==> config.mk <==
export PLATFORM = sky130hd
export DESIGN_NAME = timer_6801_multi
export DESIGN_NICKNAME = d
export VERILOG_FILES = /design/src/rtl/timer_6801_multi.sv
export SDC_FILE = /design/constraint.sdc
export NUM_CORES = 1
export LEC_CHECK = 0
export BUFFER_PORTS_ARGS = -buffer_cell sky130_fd_sc_hd__buf_4
export CAP_MARGIN = 10
export CORE_AREA = 2 2 139 141
export CTS_BUF_LIST = sky130_fd_sc_hd__clkbuf_4
export DETAILED_ROUTE_END_ITERATION = 6
export DIE_AREA = 0 0 141 143
export SYNTH_ARGS = -nofsm -noshare
export SYNTH_HDL_FRONTEND = slang
export SYNTH_SLANG_ARGS = --single-unit
export TNS_END_PERCENT = 50
==> constraint.sdc <==
create_clock -name clk -period 3 [get_ports clk]
set_input_delay 0.15 -clock clk [delete_from_list [all_inputs] [get_ports clk]]
set_output_delay 0.15 -clock clk [all_outputs]
set_load 0.005 [all_outputs]
==> src/rtl/timer_6801_multi.sv <==
// Programmable timer: free-running 16-bit counter with prescaler, OC_CH output
// compares, IC_CH input captures and a clear-on-compare period mode.
module timer_6801_multi #(
  parameter int OC_CH = 2,
  parameter int IC_CH = 1,
  parameter int PRE_W = 3
) (
  input  logic             clk,
  input  logic             rst,
  input  logic             hold,
  input  logic             cs,
  input  logic             rw,
  input  logic [4:0]       addr,
  input  logic [7:0]       data_in,
  output logic [7:0]       data_out,
  input  logic [IC_CH-1:0] ic_in,
  output logic [OC_CH-1:0] oc_out,
  output logic             irq_tof,
  output logic             irq_ocf,
  output logic             irq_icf
);

  localparam int NF = 1 + OC_CH + IC_CH;  // flag bits in STAT/IEN
  localparam int CW = 4 + IC_CH;          // implemented CTRL bits

  logic [PRE_W-1:0] r_pre;
  logic [15:0]      r_cnt;
  logic [7:0]       r_cnt_wbuf;
  logic [7:0]       r_cnt_rbuf;
  logic             r_cnt_rvld;
  logic [15:0]      r_ocr      [OC_CH];
  logic [7:0]       r_ocr_wbuf [OC_CH];
  logic [15:0]      r_icr      [IC_CH];
  logic [7:0]       r_icr_rbuf [IC_CH];
  logic [IC_CH-1:0] r_icr_rvld;
  logic [NF-1:0]    r_stat;
  logic [NF-1:0]    r_ien;
  logic [CW-1:0]    r_ctrl;
  logic [OC_CH-1:0] r_olvl;
  logic [OC_CH-1:0] r_oc;
  logic [IC_CH-1:0] r_ic_s1, r_ic_s2, r_ic_h;

  logic             w_wr, w_rd, w_tick, w_step, w_cnt_commit, w_clr_hit, w_ctrl_wr;
  logic [15:0]      w_cnt_upd;
  logic [OC_CH-1:0] w_oc_hit;
  logic [IC_CH-1:0] w_ic_edge;
  logic [NF-1:0]    w_set, w_clr;

  // NOTE: every always_comb output is defaulted first so no path can infer a latch.
  always_comb begin
    w_wr         = cs & ~hold & ~rw;
    w_rd         = cs & ~hold & rw;
    w_ctrl_wr    = w_wr && (addr == 5'h02);
    w_cnt_commit = w_wr && (addr == 5'h05);
    w_tick       = 1'b1;
    unique case (r_ctrl[1:0])
      2'd0: w_tick = 1'b1;
      2'd1: w_tick = r_pre[0];
      2'd2: w_tick = &r_pre[1:0];
      2'd3: w_tick = &r_pre[2:0];
    endcase
    // A CNT commit wins over the tick, so that edge neither counts nor compares.
    w_step    = w_tick & r_ctrl[2] & ~w_cnt_commit;
    w_clr_hit = r_ctrl[3] && (r_cnt == r_ocr[0]);
    w_cnt_upd = w_clr_hit ? 16'h0000 : r_cnt + 16'd1;
    w_set     = '0;
    w_set[0]  = w_step && !w_clr_hit && (r_cnt == 16'hFFFF);
    for (int i = 0; i < OC_CH; i++) begin
      if (i == 0 && r_ctrl[3]) w_oc_hit[i] = w_step & w_clr_hit;
      else                     w_oc_hit[i] = w_step && (w_cnt_upd == r_ocr[i]);
      w_set[1+i] = w_oc_hit[i];
    end
    for (int j = 0; j < IC_CH; j++) begin
      w_ic_edge[j] = r_ctrl[4+j] ? (r_ic_s2[j] & ~r_ic_h[j]) : (~r_ic_s2[j] & r_ic_h[j]);
      w_set[1+OC_CH+j] = w_ic_edge[j];
    end
    w_clr = (w_wr && addr == 5'h00) ? data_in[NF-1:0] : '0;
  end

  // NOTE: sequential state uses non-blocking assignments only; the small
  // OCR/ICR arrays are reset explicitly because their reset values are visible.
  always_ff @(posedge clk or negedge rst) begin
    if (!rst) begin
      r_pre      <= '0;
      r_cnt      <= 16'h0000;
      r_cnt_wbuf <= '0;
      r_cnt_rbuf <= '0;
      r_cnt_rvld <= 1'b0;
      r_stat     <= '0;
      r_ien      <= '0;
      r_ctrl     <= CW'(8'h04);
      r_olvl     <= '0;
      r_oc       <= '0;
      r_ic_s1    <= '0;
      r_ic_s2    <= '0;
      r_ic_h     <= '0;
      r_icr_rvld <= '0;
      for (int i = 0; i < OC_CH; i++) begin
        r_ocr[i]      <= 16'hFFFF;
        r_ocr_wbuf[i] <= '0;
      end
      for (int j = 0; j < IC_CH; j++) begin
        r_icr[j]      <= 16'h0000;
        r_icr_rbuf[j] <= '0;
      end
    end else begin
      r_pre  <= w_ctrl_wr ? '0 : r_pre + PRE_W'(1);
      r_stat <= (r_stat & ~w_clr) | w_set;

      if (w_wr) begin
        unique case (addr)
          5'h01:   r_ien      <= data_in[NF-1:0];
          5'h02:   r_ctrl     <= data_in[CW-1:0];
          5'h03:   r_olvl     <= data_in[OC_CH-1:0];
          5'h04:   r_cnt_wbuf <= data_in;
          default: ;
        endcase
      end

      if (w_cnt_commit) r_cnt <= {r_cnt_wbuf, data_in};
      else if (w_step)  r_cnt <= w_cnt_upd;

      for (int i = 0; i < OC_CH; i++) begin
        if (w_wr && addr == 5'(8 + 2*i)) r_ocr_wbuf[i] <= data_in;
        if (w_wr && addr == 5'(9 + 2*i)) r_ocr[i] <= {r_ocr_wbuf[i], data_in};
        if (w_oc_hit[i]) r_oc[i] <= r_olvl[i];
      end

      // High-byte read freezes the low byte until the matching low-byte read.
      if (w_rd && addr == 5'h04) begin
        r_cnt_rbuf <= r_cnt[7:0];
        r_cnt_rvld <= 1'b1;
      end
      if (w_rd && addr == 5'h05) r_cnt_rvld <= 1'b0;

      r_ic_s1 <= ic_in;
      r_ic_s2 <= r_ic_s1;
      r_ic_h  <= r_ic_s2;
      for (int j = 0; j < IC_CH; j++) begin
        if (w_ic_edge[j]) r_icr[j] <= r_cnt;
        if (w_rd && addr == 5'(16 + 2*j)) begin
          r_icr_rbuf[j] <= r_icr[j][7:0];
          r_icr_rvld[j] <= 1'b1;
        end
        if (w_rd && addr == 5'(17 + 2*j)) r_icr_rvld[j] <= 1'b0;
      end
    end
  end

  always_comb begin
    data_out = 8'h00;
    unique case (addr)
      5'h00:   data_out = 8'(r_stat);
      5'h01:   data_out = 8'(r_ien);
      5'h02:   data_out = 8'(r_ctrl);
      5'h03:   data_out = 8'(r_olvl);
      5'h04:   data_out = r_cnt[15:8];
      5'h05:   data_out = r_cnt_rvld ? r_cnt_rbuf : r_cnt[7:0];
      default: ;
    endcase
    for (int i = 0; i < OC_CH; i++) begin
      if (addr == 5'(8 + 2*i)) data_out = r_ocr[i][15:8];
      if (addr == 5'(9 + 2*i)) data_out = r_ocr[i][7:0];
    end
    for (int j = 0; j < IC_CH; j++) begin
      if (addr == 5'(16 + 2*j)) data_out = r_icr[j][15:8];
      if (addr == 5'(17 + 2*j)) data_out = r_icr_rvld[j] ? r_icr_rbuf[j] : r_icr[j][7:0];
    end
  end

  assign oc_out  = r_oc;
  assign irq_tof = r_stat[0] & r_ien[0];
  assign irq_ocf = |(r_stat[OC_CH:1] & r_ien[OC_CH:1]);
  assign irq_icf = |(r_stat[NF-1:OC_CH+1] & r_ien[NF-1:OC_CH+1]);

endmodule
==> results.yml <==
run_status:
  status: "complete, no violations"
yosys:
  yosysTopAreaCell: "dfrtp_1"
  ys_warn_count: 0
  synth_top_area_frac: 0.3287
  synth_seq_area_share: 0.4473
  synth_nets: 715
  avgSynthCellArea_um2: 10.55
  synth.area.top_cells: "dfrtp_1 (33%), mux2_2 (15%), dfstp_2 (12%)"
  synth_edf_count: 0
  syn_inst: 693
  ys_ff_latch: 129
  synth_cell_type_count: 75
  ys_top_cells_by_count: "dfrtp_1 (96), mux2_2 (96), nand2_1 (55)"
  syn_area_um2: 7310
  synthArstFlopShare: 1.000
  synthFlopType: "dfrtp_1"
floorplan:
  die_area_um2: 20160
  core-area_um2: 18580
  num_io_pins: 32
  die_h_um: 143
  chipWidth_um: 141
  start_util: 0.3934
  rows: 50
timing:
  fin_ws_ps: 77.17
  slew_headroom: 0.3517
  slew_violations: 0
  max_slew.worst_pin.slew_ps: 970.0
  setup_viol: 0
  fin_skew_ps: 22.35
  timing.final.crit_share: 0.9743
  max_freq_ghz: 0.3421
  tns_ps: 0
  min_period_ps: 2923
  rsz0062_at_grt: "false"
  hold_viol: 0
clocking:
  insertion_delay_ps: 570
  cts_root_buffer: "clkbuf_4"
  clk_path_buf_depth: 2
  cts_sinks: 129
  clk_pin_slew_ps: 120
  tritoncts: "built"
  cts_buffers: 17
  h-tree-depth: 4
route:
  wl_per_cell_um: 23.85
  drc: 0
  routed_via_density: 5.906
  totalWireLength_um: 24760
  drtIter0Drc: 670
  first_pass_iters: 6
  ant_nets: 0
  dr_total_vias: 6130
worst_setup_path:
  rrSetupSlack_ps: 80
  path_cells: "buf_4 > xnor2_1 > nand4_1 > or4_4 > nor3_4 > nor4bb_1 > o32a_1 > nand4_1 > mux2_4"
  critical-path-max-stage-delay_ps: 560
  worstPathArrival_ps: 3360
  crit_slowest_cell: "or4_4"
  critical_path_class: "flop to flop"
  required_ps: 3440
  critical-path-top-delay-family: "simple AND/OR/NAND/NOR gates"
  worstPathMaxFanout: 8
  end_kind: "flop"
  r2r_start: "r_cnt[1]"
  crit_top_cell: "nand4_1"
  critPathLaunchType: "flop"
  cp_num_buf_inv: 1
  worstSetupStartpoint: "r_cnt[1]"
power_and_ir_drop:
  p_leak_uw: 0.003707
  ir_worst_vdd_mv: 0.3140
  power_density_nw_per_um2: 659.3
global_route:
  antenna_found_initial: 2
  grt_overflow: 0
  grt_pass1_vias: 6261
  grt_start_max_net_pins: 62
  grt_usage: 0.2585
  grt_pass1_wl_um: 38680
finish:
  nets: 811
  drive_above_1_share: 0.3653
  area_delta_synth_final_pct: 18.44
  final_cell_count_no_fill: 1038
placement:
  dp_slack_ps: -144.0
  globalplace.congestion: 1.005
  dp.final_hpwl_um: 18690
  io_buffers: 31
  dp_cells: 990
min_path:
  hold_class: "input port to async pin"
flow_run:
  maxCapViolCount: 0
-- power by group --
part	switching, µW	internal (µW)
registers	376	2060
logic	1140	937
clock network	705	483
-- worst reg2reg max path, cell delays in order (launching register included) --
cell	delay (ps)
dfrtp_1	410
buf_4	200
xnor2_1	260
nand4_1	130
or4_4	560
nor3_4	260
nor4bb_1	100
o32a_1	380
nand4_1	180
mux2_4	330
-- logic make-up after synthesis --
kind of cell / after synthesis / share of synthesized area
AND/OR/NAND/NOR: 216 / 0.1594
flip-flops: 129 / 0.4473
XOR/XNOR: 35 / 0.05067
adder cells (fa/ha/maj): 3 / 0.005136
buffers and inverters: 56 / 0.03321
AO/OA/AOI/OAI: 146 / 0.1393
multiplexers: 108 / 0.1650
-- placed cells by master, fill, tap and decap left out, types with 8 or more instances in the layout --
| cell | n |
|---|---|
| nand2_1 | 55 |
| o21ai_0 | 22 |
| nand4_1 | 10 |
| inv_1 | 15 |
| mux2i_1 | 11 |
| xnor2_1 | 20 |
| nor2b_1 | 13 |
| xor2_1 | 8 |
| nor2_1 | 46 |
| a211oi_1 | 9 |
| a21oi_1 | 32 |
| dfrtp_1 | 94 |
| clkbuf_4 | 17 |
| dlygate4sd3_1 | 13 |
| a222oi_1 | 8 |
| dfstp_2 | 33 |
| nand3_1 | 17 |
| nor3_1 | 12 |
| buf_4 | 104 |
| mux2_2 | 96 |
| and2_1 | 12 |
-- path summary, 6_finish.rpt --
check,end,cells past startpoint
setup reg to reg,oc_out[1],9
min in group clk,r_pre[0],4
hold reg to reg,r_ic_s2,0
setup / recovery,oc_out[1],9
hold / removal,r_stat[3],2
max in group asynchronous,r_cnt[6],3
-- flip-flops by register name (all words and copies together), names as in the netlist, 5 cells and up --
register	count
r_ocr	32
r_cnt	16
r_icr	16
r_ocr_wbuf	16
r_cnt_rbuf	8
r_cnt_wbuf	8
r_icr_rbuf	8
r_ctrl	5
-- per-layer routing --
| layer | vias to the layer above | routed length [µm] | global-route usage |
|---|---|---|---|
| li1 | 2750 | - | - |
| met1 | 3080 | 11050 | 0.3538 |
| met2 | 251 | 11380 | 0.4118 |
| met3 | 47 | 1612 | 0.05667 |
| met4 | 2 | 712 | 0.08053 |
| met5 | - | 10 | 0 |
-- timing repair --
item	CTS	global route
hold buffers	13	0
gates resized for setup	2	5
endpoints found under the setup margin	2	2
endpoints found under the hold margin	135	0
buffers inserted	0	1
pin swaps	0	1
-- area by class of cell --
type,instances,area [µm²]
Tap cell,234,292.8
Antenna cell,2,5.005
Inverter,15,56.30
Clock buffer,17,127.6
Multi-Input combinational cell,508,3829
Timing Repair Buffer,118,930.9
Sequential cell,129,3272
Clock inverter,15,143.9
Fill cell,1756,9923
-- stage by stage --
stage	util	power, µW	cell area [µm²]	hold slack (ps)
5_1_grt	0.4658	6022	8655	47.03
6_report	0.4659	5707	8657	42.16
4_1_cts	0.4638	5669	8617	22.48
3_5_place_dp	0.4420	4458	8213	101.5
3_3_place_gp	0.4420	4432	8213	96.11
2_1_floorplan	-	3613	7310	-145.6
Note: power is estimated with default switching activity, not from simulation.
